[src/rtl/pipe_stall_stage.sv]
// Pipeline boundary register with a one-word skid buffer, flush-to-bubble and a
// saturating downstream stall counter. All outputs come straight from flops.
module pipe_stall_stage #(
   parameter int               WIDTH = 16,
   parameter logic [WIDTH-1:0] NOP   = {WIDTH{1'b0}},
   parameter int               CNT_W = 8
) (
   input  logic             clk,
   input  logic             rst,
   input  logic [WIDTH-1:0] in_data,
   input  logic             in_valid,
   output logic             in_ready,
   output logic [WIDTH-1:0] out_data,
   output logic             out_valid,
   input  logic             out_ready,
   input  logic             flush,
   output logic [CNT_W-1:0] stall_cnt
);

   typedef enum logic [1:0] {
      EMPTY = 2'd0,
      ONE   = 2'd1,
      TWO   = 2'd2
   } state_t;

   localparam logic [CNT_W-1:0] CNT_MAX = {CNT_W{1'b1}};
   localparam logic [CNT_W-1:0] CNT_ONE = {{(CNT_W-1){1'b0}}, 1'b1};

   state_t           state_r;
   state_t           state_nxt_s;
   logic [WIDTH-1:0] main_r;
   logic [WIDTH-1:0] main_nxt_s;
   logic [WIDTH-1:0] skid_r;
   logic [WIDTH-1:0] skid_nxt_s;
   logic             out_valid_r;
   logic             in_ready_r;
   logic [CNT_W-1:0] stall_cnt_r;
   logic             accept_s;
   logic             deliver_s;
   logic             stall_s;

   assign accept_s  = in_valid & in_ready_r;
   assign deliver_s = out_valid_r & out_ready;
   assign stall_s   = out_valid_r & ~out_ready;

   // Next-state and storage update; flush overrides every other transition.
   always_comb begin
      state_nxt_s = state_r;
      main_nxt_s  = main_r;
      skid_nxt_s  = skid_r;
      if (flush) begin
         state_nxt_s = EMPTY;
         main_nxt_s  = NOP;
      end else begin
         case (state_r)
            EMPTY: begin
               if (accept_s) begin
                  state_nxt_s = ONE;
                  main_nxt_s  = in_data;
               end else begin
                  state_nxt_s = EMPTY;
               end
            end
            ONE: begin
               if (accept_s && deliver_s) begin
                  state_nxt_s = ONE;
                  main_nxt_s  = in_data;
               end else if (accept_s) begin
                  state_nxt_s = TWO;
                  skid_nxt_s  = in_data;
               end else if (deliver_s) begin
                  state_nxt_s = EMPTY;
                  main_nxt_s  = NOP;
               end else begin
                  state_nxt_s = ONE;
               end
            end
            TWO: begin
               // in_ready is low here, so only a delivery can move the state.
               if (deliver_s) begin
                  state_nxt_s = ONE;
                  main_nxt_s  = skid_r;
               end else begin
                  state_nxt_s = TWO;
               end
            end
            default: begin
               state_nxt_s = EMPTY;
               main_nxt_s  = NOP;
            end
         endcase
      end
   end

   // State, storage and handshake outputs registered from the next state.
   always_ff @(posedge clk or posedge rst) begin
      if (rst) begin
         state_r     <= EMPTY;
         main_r      <= NOP;
         skid_r      <= NOP;
         out_valid_r <= 1'b0;
         in_ready_r  <= 1'b1;
      end else begin
         state_r     <= state_nxt_s;
         main_r      <= main_nxt_s;
         skid_r      <= skid_nxt_s;
         out_valid_r <= (state_nxt_s != EMPTY);
         in_ready_r  <= (state_nxt_s != TWO);
      end
   end

   // Saturating stall counter; only reset clears it.
   always_ff @(posedge clk or posedge rst) begin
      if (rst) begin
         stall_cnt_r <= {CNT_W{1'b0}};
      end else if (stall_s && (stall_cnt_r != CNT_MAX)) begin
         stall_cnt_r <= stall_cnt_r + CNT_ONE;
      end else begin
         stall_cnt_r <= stall_cnt_r;
      end
   end

   assign in_ready  = in_ready_r;
   assign out_data  = main_r;
   assign out_valid = out_valid_r;
   assign stall_cnt = stall_cnt_r;

endmodule

[config.mk]
export PLATFORM = sky130hd
export DESIGN_NAME = pipe_stall_stage
export DESIGN_NICKNAME = d
export VERILOG_FILES = /design/src/rtl/pipe_stall_stage.sv
export SDC_FILE = /design/constraint.sdc
export NUM_CORES = 1
export LEC_CHECK = 0
export ABC_CLOCK_PERIOD_IN_PS = 1950
export CAP_MARGIN = 40
export CORE_AREA = 2 2 74 69
export CTS_BUF_LIST = sky130_fd_sc_hd__clkbuf_4 sky130_fd_sc_hd__clkbuf_8 sky130_fd_sc_hd__clkbuf_16
export CTS_CLUSTER_SIZE = 14
export DETAILED_ROUTE_END_ITERATION = 16
export DIE_AREA = 0 0 76 71
export PLACE_DENSITY = 0.76
export SETUP_SLACK_MARGIN = 0.5
export SYNTH_ARGS = -nofsm -noshare
export SYNTH_HDL_FRONTEND = slang
export SYNTH_SLANG_ARGS = --single-unit
[constraint.sdc]
create_clock -name clk -period 1.95 [get_ports clk]
set_input_delay 0.39 -clock clk [delete_from_list [all_inputs] [get_ports clk]]
set_output_delay 0.39 -clock clk [all_outputs]
set_load 0.005 [all_outputs]
==> Word level (Yosys, flattened, before mapping) <==
Cells that the tools add are included.
{ "totals": {"reg_bits": 44, "inputBits": 21, "word_cells": 41, "output_inout_bits": 26} }
{ "classes": {"bitwise_logic": 6, "reduce_logical": 6, "n_eq_ne": 8, "muxes": 14, "add_sub_neg": 1} }
{ "op_table": {"columns": ["operator", "n"], "rows": [
  ["$mux W16", 6],
  ["$pmux W16 S3", 1],
  ["$add A8 B1 Y8 const B", 1],
  ["$mux W2", 4],
  ["$ne A4 B4 Y1 const B", 2],
  ["$ne A8 B8 Y1 const B", 1],
  ["$reduce_and A4 Y1", 2],
  ["$ne A3 B3 Y1 const B", 2],
  ["$pmux W2 S3", 1],
  ["$and A1 B1 Y1", 3],
  ["$not A1 Y1", 3],
  ["$eq A2 B1 Y1 const B", 1],
  ["$eq A2 B2 Y1 const B", 1],
  ["$logic_and A1 B1 Y1", 2],
  ["$logic_not A2 Y1", 1],
  ["$mux W1", 2],
  ["$ne A2 B2 Y1 const B", 1],
  ["$reduce_bool A2 Y1", 1]
]} }

==> Logic depth before layout (Yosys ltp) <==
Gate-level depths: netlist of the first run.
{ "logic_depth": {"ltp_word": 7, "mapped_depth": 6} }

==> Worst setup path before layout of the first run <==
Ideal clock, no wire load.
{ "synth_timing": {"path_type": "reg-to-reg", "startpoint": "register out_valid_r (netlist: out_valid)", "endpoint": "register skid_r[0]", "slack_ns": 0.229, "path_stages_with_launch": 6, "t_arrival_ns": 1.596, "setup_time_ns": 0.125, "t_required_ns": 1.825, "cell_sequence": "dfrtp_1 > buf_2 > a21bo_2 > nor3b_4 > buf_8 > mux2_4"} }
{ "synth_between": {"elab_chain_cells": 4} }
{ "synth_lines": {"columns": ["item", "line_no", "source"], "rows": [
  ["from (decl)", "35", "logic out_valid_r;"],
  ["from (signal assigned)", "107", "out_valid_r <= (state_nxt_s != EMPTY);"],
  ["$and A1 B1 Y1", "43", "assign deliver_s = out_valid_r & out_ready;"],
  ["$logic_and A1 B1 Y1", "65", "if (accept_s && deliver_s) begin"],
  ["$not A1 Y1 (no line)", null, null],
  ["$reduce_and A4 Y1 (no line)", null, null],
  ["to (signal assigned)", "106", "skid_r <= skid_nxt_s;"],
  ["to (decl)", "33", "logic [WIDTH-1:0] skid_r;"]
]} }
Every way passes these cells.
A chain may end at the register's enable or synchronous reset.

==> Final worst setup path of the first run <==
{ "layout_timing": {"startpoint": "register in_ready_r (netlist: in_ready)", "endpoint": "register skid_r[9]"} }
{ "layout_between": {"elab_chain_cells": 4} }
{ "layout_lines": {"columns": ["item", "line_no", "source"], "rows": [
  ["from (decl)", "36", "logic in_ready_r;"],
  ["from (signal assigned)", "108", "in_ready_r <= (state_nxt_s != TWO);"],
  ["$and A1 B1 Y1 (*)", "42", "assign accept_s = in_valid & in_ready_r;"],
  ["$logic_and A1 B1 Y1", "65", null],
  ["$not A1 Y1 (no line)", null, null],
  ["$reduce_and A4 Y1 (no line) (*)", null, null]
]} }
Mark *: on every way between the ends. The rest lies on a longest branch, timed or not.

==> impl_metrics.csv, run 1 <==
group,metric,value,unit
outcome,status,"finished clean",
synth,synth.top_cell.area_share,48.6,%
setup_path,slowest_delay,0.55,ns
sta,layout_setup_ws,0.266,ns
setup_path,crit_path_max_fanout,16,
power,p_per_area,907,nW/um^2
setup_path,cp_data_arrival_time,1.87,ns
floorplanning,ios,47,
clock_network,h-tree-depth,2,
detailed_routing,drt-vias-per-instance,5.48,
setup_path,end_kind,"register",
synth,syn_inst,202,
setup_path,rr_worst_depth,5,
power,p_seq_share,45.8,%
place,preCtsSetupSlack,-0.0825,ns
floorplanning,initial_core_util,47.6,%
sta,tns,0,ns
clock_network,root_buffer,"clkbuf_8",
synth,synth_seq_cells,44,
synth,synth_edf_count,0,
synth,synth_area_leaders,"dfrtp_1 49%, mux2_4 6.8%, a311oi_1 6.3%",
setup_path,start_kind,"register",
power,pwr-share-clk,21.1,%
clock_network,worstSkewPairLatency,0.30,ns
final_layout,fillerInstances,340,
final_layout,antennaDiodeCount,0,
setup_path,regToRegEndpoint,"skid_r[9]$_DFFE_PP0P_",
detailed_routing,drtPass1Iterations,4,
global_route,grt_first_pass_wirelength,9200,um
clock_network,clkTransAtPathRegs,0.08,ns
clock_network,cts_buffers,5,
sta,fin_skew,0.00410,ns
power,switching_share,29.4,%
sta,finalHoldViolCount,0,
sta,slew_viol_final,0,
sta,finalSetupViolCount,0,
final_layout,regArea,1110,um^2
sta,relSlewSlack,67.4,%
setup_path,critPathBufInv,2,
run,maxCapViolCount,0,
floorplanning,core,4650,um^2
floorplanning,fp-row-count,24,
sta,timing.fmax,0.594,GHz
floorplanning,fp.dieW,76,um
synth,ys_warn_count,0,
floorplanning,design.die.area,5400,um^2
power,p_int,2.08,mW
detailed_routing,postRouteAntennaNets,0,
global_route,gr-total-overflow,0,
power,peakVddDrop,0.000601,V
synth,ys_types,38,
final_layout,drive_gt1_share,35.1,%
setup_path,timing.rr.start,"in_ready$_DFF_PP1_",
detailed_routing,wl_per_cell,16.4,um
detailed_routing,vias,1885,
synth,yosysTopAreaCell,"dfrtp_1",
sta,period_needed,1.68,ns
worst_hold_path,min_path_type,"input pin to async pin",
place,port_buffers,46,
sta,worstMarginPinSlew,0.490,ns
synth,synth_nets,224,
sta,whs,0.432,ns
clock_network,cts_tree,"yes",
synth,postSynthAreaPerCell,11.0,um^2
place,gp_congestion,0.826,
synth,ys_seq_area_share,49.8,%
final_layout,nets,300,
setup_path,r2r_slack,0.27,ns
setup_path,crit_chain,"buf_6 -> and3b_1 -> nor3b_4 -> buf_12 -> mux2_2",
place,hpwl,3390,um
clock_network,cts_sinks,44,
synth,synth_most_common_cell,"dfrtp_1",
detailed_routing,drc,0,
synth,synth_flop_cell,"dfrtp_1",
sta,finalCritPeriodShare,86.4,%
setup_path,critPathTopFamily,"flip-flops",
detailed_routing,drt_iter0_markers,156,
power,pwr-share-comb,33.1,%
global_route,antenna_found_initial,0,
clock_network,cts_buffer_depth,2,
global_route,grt_use_total,21.6,%
global_route,grt_start_max_net_pins,45,
floorplanning,dieHeight,71,um
detailed_routing,routed_wl,5630,um
setup_path,cpMaxStageDelayCell,"dfstp_2",
final_layout,area_delta_synth_final,46.5,%
global_route,grt_pass1_vias,1955,
synth,synthTopCellsByCount,"43 x dfrtp_1, 20 x nand2_1, 19 x nor2b_1, 18 x o21ai_0",
setup_path,required,2.13,ns
final_layout,multiInputGateArea,1160,um^2
sta,rsz0062_at_grt,"yes",
synth,async_flop_share,100,%
power,switching_power,0.863,mW
power,p_leak,1.43,nW
synth,syn-cell-area,2210,um^2
setup_path,critPathKind,"register to register",
-- cell usage in the layout (no fill, tap or decap), types with 2 or more instances in the layout --
cell type and n:
dfrtp_1 39, buf_4 27, dlygate4sd2_1 26, nand2_1 20, nor2b_1 18, clkdlybuf4s50_1 18
o21ai_0 17, nor3_1 16, a311oi_2 14, mux2_4 10, mux2_2 9, buf_6 9
clkbuf_8 6, xnor2_1 4, dfrtp_2 4, a21oi_1 3, buf_12 3, and3b_1 2
nand2b_1 2, nand4_1 2, a311oi_1 2, a31oi_1 2, clkbuf_4 2
-- flip-flops by register name, indices dropped and copies added (netlist names) --
register / count
out_data: 16
stall_cnt: 8
state_r: 2
in_ready: 1
skid_r: 16
out_valid: 1
-- power by group through the flow --
stage          clock network, mW  logic, mW  registers (mW)
2_1_floorplan                  0      0.481            1.32
5_1_grt                    0.673       1.05            1.37
4_1_cts                    0.629      0.936            1.32
3_3_place_gp                   0      0.810            1.35
3_5_place_dp                   0      0.831            1.35
6_report                   0.622      0.973            1.35
-- metal layers --
metal / vias up / global-route usage [%] / part of all wire [%]
met1: 936 / 27.9 / 45
met2: 50 / 35.8 / 50
li1: 891 / - / -
met3: 8 / 4.72 / 3.9
met4: 0 / 8.69 / 1.7
met5: - / 0 / 0
-- worst min-delay path, delay by kind of cell --
kind                   cells  cell delay [ns]
buffers and inverters      3             0.71
-- worst max-delay path by stage --
stage	to	depth (start not counted)	from	slack, ns
2_1_floorplan	skid_r[0]$_DFFE_PP0P_	4	in_ready$_DFF_PP1_	0.27
3_3_place_gp	out_data[3]$_DFFE_PP0P_	5	in_valid	-0.03
3_5_place_dp	out_data[3]$_DFFE_PP0P_	5	in_valid	-0.08
4_1_cts	skid_r[7]$_DFFE_PP0P_	5	in_ready$_DFF_PP1_	0.29
5_1_grt	skid_r[11]$_DFFE_PP0P_	5	in_ready$_DFF_PP1_	0.21
6_report	skid_r[9]$_DFFE_PP0P_	5	in_ready$_DFF_PP1_	0.27
-- logic make-up (layout without fill, tap and decap cells) --
kind of cell / after synthesis / in the layout / synth area share (%)
DFF: 44 / 44 / 49.8
and+or+nand+nor: 68 / 68 / 17.2
muxes: 19 / 19 / 11.4
buffers and inverters: 18 / 95 / 4.24
xor gates and xnor gates: 4 / 4 / 1.58
adders and majority gates: 1 / 1 / 0.565
AOI/OAI and AO/OA: 48 / 48 / 15.2
-- layout make-up --
class	count	share of cell area, %
Clock buffer	8	3.01
Inverter	3	0.463
Multi-Input combinational cell	140	35.7
Sequential cell	44	34.2
Tap cell	65	2.51
Timing Repair Buffer	84	24.2
-- per-stage QoR --
stage / instance area, um^2 / util, % / total power [mW] / std cells
final: 3240 / 69.7 / 2.94 / 344
after global routing: 3240 / 69.7 / 3.10 / 344
after CTS: 3180 / 68.3 / 2.88 / 343
after detailed placement: 2850 / 61.2 / 2.18 / 315
after global placement: 2850 / 61.2 / 2.16 / 315
after floorplan: 2250 / - / 1.80 / 202
-- repair_timing --
item / 4_1_cts / 5_1_grt
gates cloned: 1 / 0
endpoints found under the setup margin: 65 / 39
resized for setup: 59 / 11
hold buffers: 0 / 0
setup buffers: 19 / 1
pin swaps: 6 / 12
Note: power is estimated with default switching activity, not from simulation.
==> run 2, diff against run 1 <==
Settings changed: CORE_AREA 2 2 74 69 to 2 2 103 95, DIE_AREA 0 0 76 71 to 0 0 105 97, PLACE_DENSITY 0.76 to not set, REMOVE_ABC_BUFFERS set to 1.
==> impl_metrics.csv, run 2 (synthesis gave the netlist of run 1 again) <==
group,metric,value,unit
outcome,status,"finished clean",
place,place_area,2930,um^2
final_layout,final_cell_mix,"40 x dfrtp_1, 37 x buf_4, 26 x dlygate4sd2_1, 20 x nand2_1, 19 x nor2b_1",
setup_path,start_kind,"register",
global_route,grt_use_total,12.9,%
global_route,grt_pass1_vias,2097,
floorplanning,dieHeight,97,um
final_layout,final_area,3470,um^2
setup_path,rr_worst_depth,5,
final_layout,nets,314,
floorplanning,fp-row-count,33,
setup_path,crit_path_max_fanout,8,
global_route,grt_start_max_net_pins,27,
setup_path,critPathTopFamily,"flip-flops",
clock_network,root_buffer,"clkbuf_8",
setup_path,cp.depth,5,
setup_path,regToRegEndpoint,"skid_r[13]$_DFFE_PP0P_",
sta,whs,0.414,ns
setup_path,critPathKind,"register to register",
setup_path,crit_chain,"a21bo_2 -> nor3b_4 -> buf_6 -> buf_16 -> mux2_4",
place,dp_cells,373,
place,gp_congestion,0.730,
sta,finalCritPeriodShare,84.2,%
clock_network,cts_tree,"yes",
floorplanning,initial_core_util,24.6,%
setup_path,crit_start,"state_r[0]$_DFF_PP0_",
final_layout,area_delta_synth_final,56.6,%
power,p_leak,1.52,nW
power,peakVddDrop,0.000282,V
floorplanning,design.die.area,10200,um^2
place,hpwl,3780,um
sta,slew_viol_final,0,
clock_network,clkTransAtPathRegs,0.09,ns
setup_path,required,2.14,ns
sta,finalHoldViolCount,0,
floorplanning,ios,47,
detailed_routing,vias,1941,
sta,fin_skew,0.00811,ns
clock_network,worstSkewPairLatency,0.30,ns
sta,rsz0062_at_grt,"yes",
sta,finalSetupViolCount,0,
run,maxCapViolCount,0,
global_route,gr-total-overflow,0,
sta,worstMarginPinSlew,0.515,ns
sta,relSlewSlack,65.6,%
detailed_routing,drtPass1Iterations,4,
sta,period_needed,1.64,ns
detailed_routing,drc,0,
final_layout,final_common_cell,"dfrtp_1",
sta,timing.fmax,0.609,GHz
clock_network,cts_buffer_depth,2,
floorplanning,core,9000,um^2
setup_path,r2r_slack,0.31,ns
clock_network,h-tree-depth,2,
place,port_buffers,46,
global_route,antenna_found_initial,0,
final_layout,drive_gt1_share,37.9,%
power,p_per_area,906,nW/um^2
final_layout,final_cells,415,
global_route,grt_first_pass_wirelength,10500,um
detailed_routing,wl_per_cell,15.1,um
clock_network,cts_buffers,5,
floorplanning,fp.dieW,105,um
worst_hold_path,min_path_type,"input pin to async pin",
detailed_routing,drt_iter0_markers,161,
setup_path,end_kind,"register",
setup_path,critPathBufInv,2,
final_layout,antennaDiodeCount,0,
detailed_routing,postRouteAntennaNets,0,
final_layout,fillerInstances,901,
clock_network,cts_sinks,44,
setup_path,timing.rr.start,"state_r[0]$_DFF_PP0_",
setup_path,cpMaxStageDelayCell,"dfrtp_2",
setup_path,cp_data_arrival_time,1.84,ns
detailed_routing,routed_wl,6270,um
setup_path,slowest_delay,0.46,ns
detailed_routing,drt-vias-per-instance,4.68,
==> run 2: layout make-up <==
class	count	area [um^2]	share of cell area, %
Multi-Input combinational cell	140	1160	33.4
Inverter	3	11.3	0.325
Clock inverter	2	38.8	1.12
Tap cell	122	153	4.40
Clock buffer	6	82.6	2.38
Timing Repair Buffer	98	917	26.5
Sequential cell	44	1110	31.9
==> run 2: worst max path at each step <==
stage	endpoint	slack [ns]
after floorplan	out_data[10]$_DFFE_PP0P_	-0.79
after global placement	skid_r[10]$_DFFE_PP0P_	-0.01
after detailed placement	skid_r[12]$_DFFE_PP0P_	-0.03
after CTS	skid_r[14]$_DFFE_PP0P_	0.33
after global routing	skid_r[6]$_DFFE_PP0P_	0.25
final	skid_r[13]$_DFFE_PP0P_	0.31
==> run 2: layer usage <==
layer	global-route usage, %	routed length, um	up-vias	share of wire (%)
met1	15.8	2670	967	43
met3	1.95	194	10	3.1
li1	-	-	918	-
met2	22.9	3300	46	53
met4	4.62	108	0	1.7
met5	0	0	-	0
==> run 2: per-stage QoR <==
| step | utilization (%) | TNS (ns) | power (mW) | worst slack (ns) |
|---|---|---|---|---|
| after floorplan | - | -13.96 | 1.76 | -0.794 |
| after global placement | 32.6 | -0.0654 | 2.17 | -0.0117 |
| after detailed placement | 32.6 | -0.152 | 2.19 | -0.0317 |
| after CTS | 37.8 | 0 | 3.12 | 0.326 |
| after global routing | 38.5 | 0 | 3.32 | 0.250 |
| final | 38.5 | 0 | 3.14 | 0.308 |
==> run 2: power by group <==
part	total [mW]	switching (mW)	internal, mW
logic	1.07	0.401	0.666
registers	1.32	0.162	1.16
clock network	0.751	0.331	0.419
==> run 2: timing repair <==
action,CTS,global route
endpoints found under the setup margin,63,39
hold buffers,0,0
pin swaps,12,7
setup buffers,27,4
resized for setup,65,14
endpoints found under the hold margin,0,0
gates cloned,3,0
==> run 2: worst reg2reg max path: cells and delay by family (launching register included) <==
kind	cells	cell delay, ns
simple gates	1	0.24
compound gates	1	0.27
flops	1	0.46
mux	1	0.30
buf+inv	2	0.28
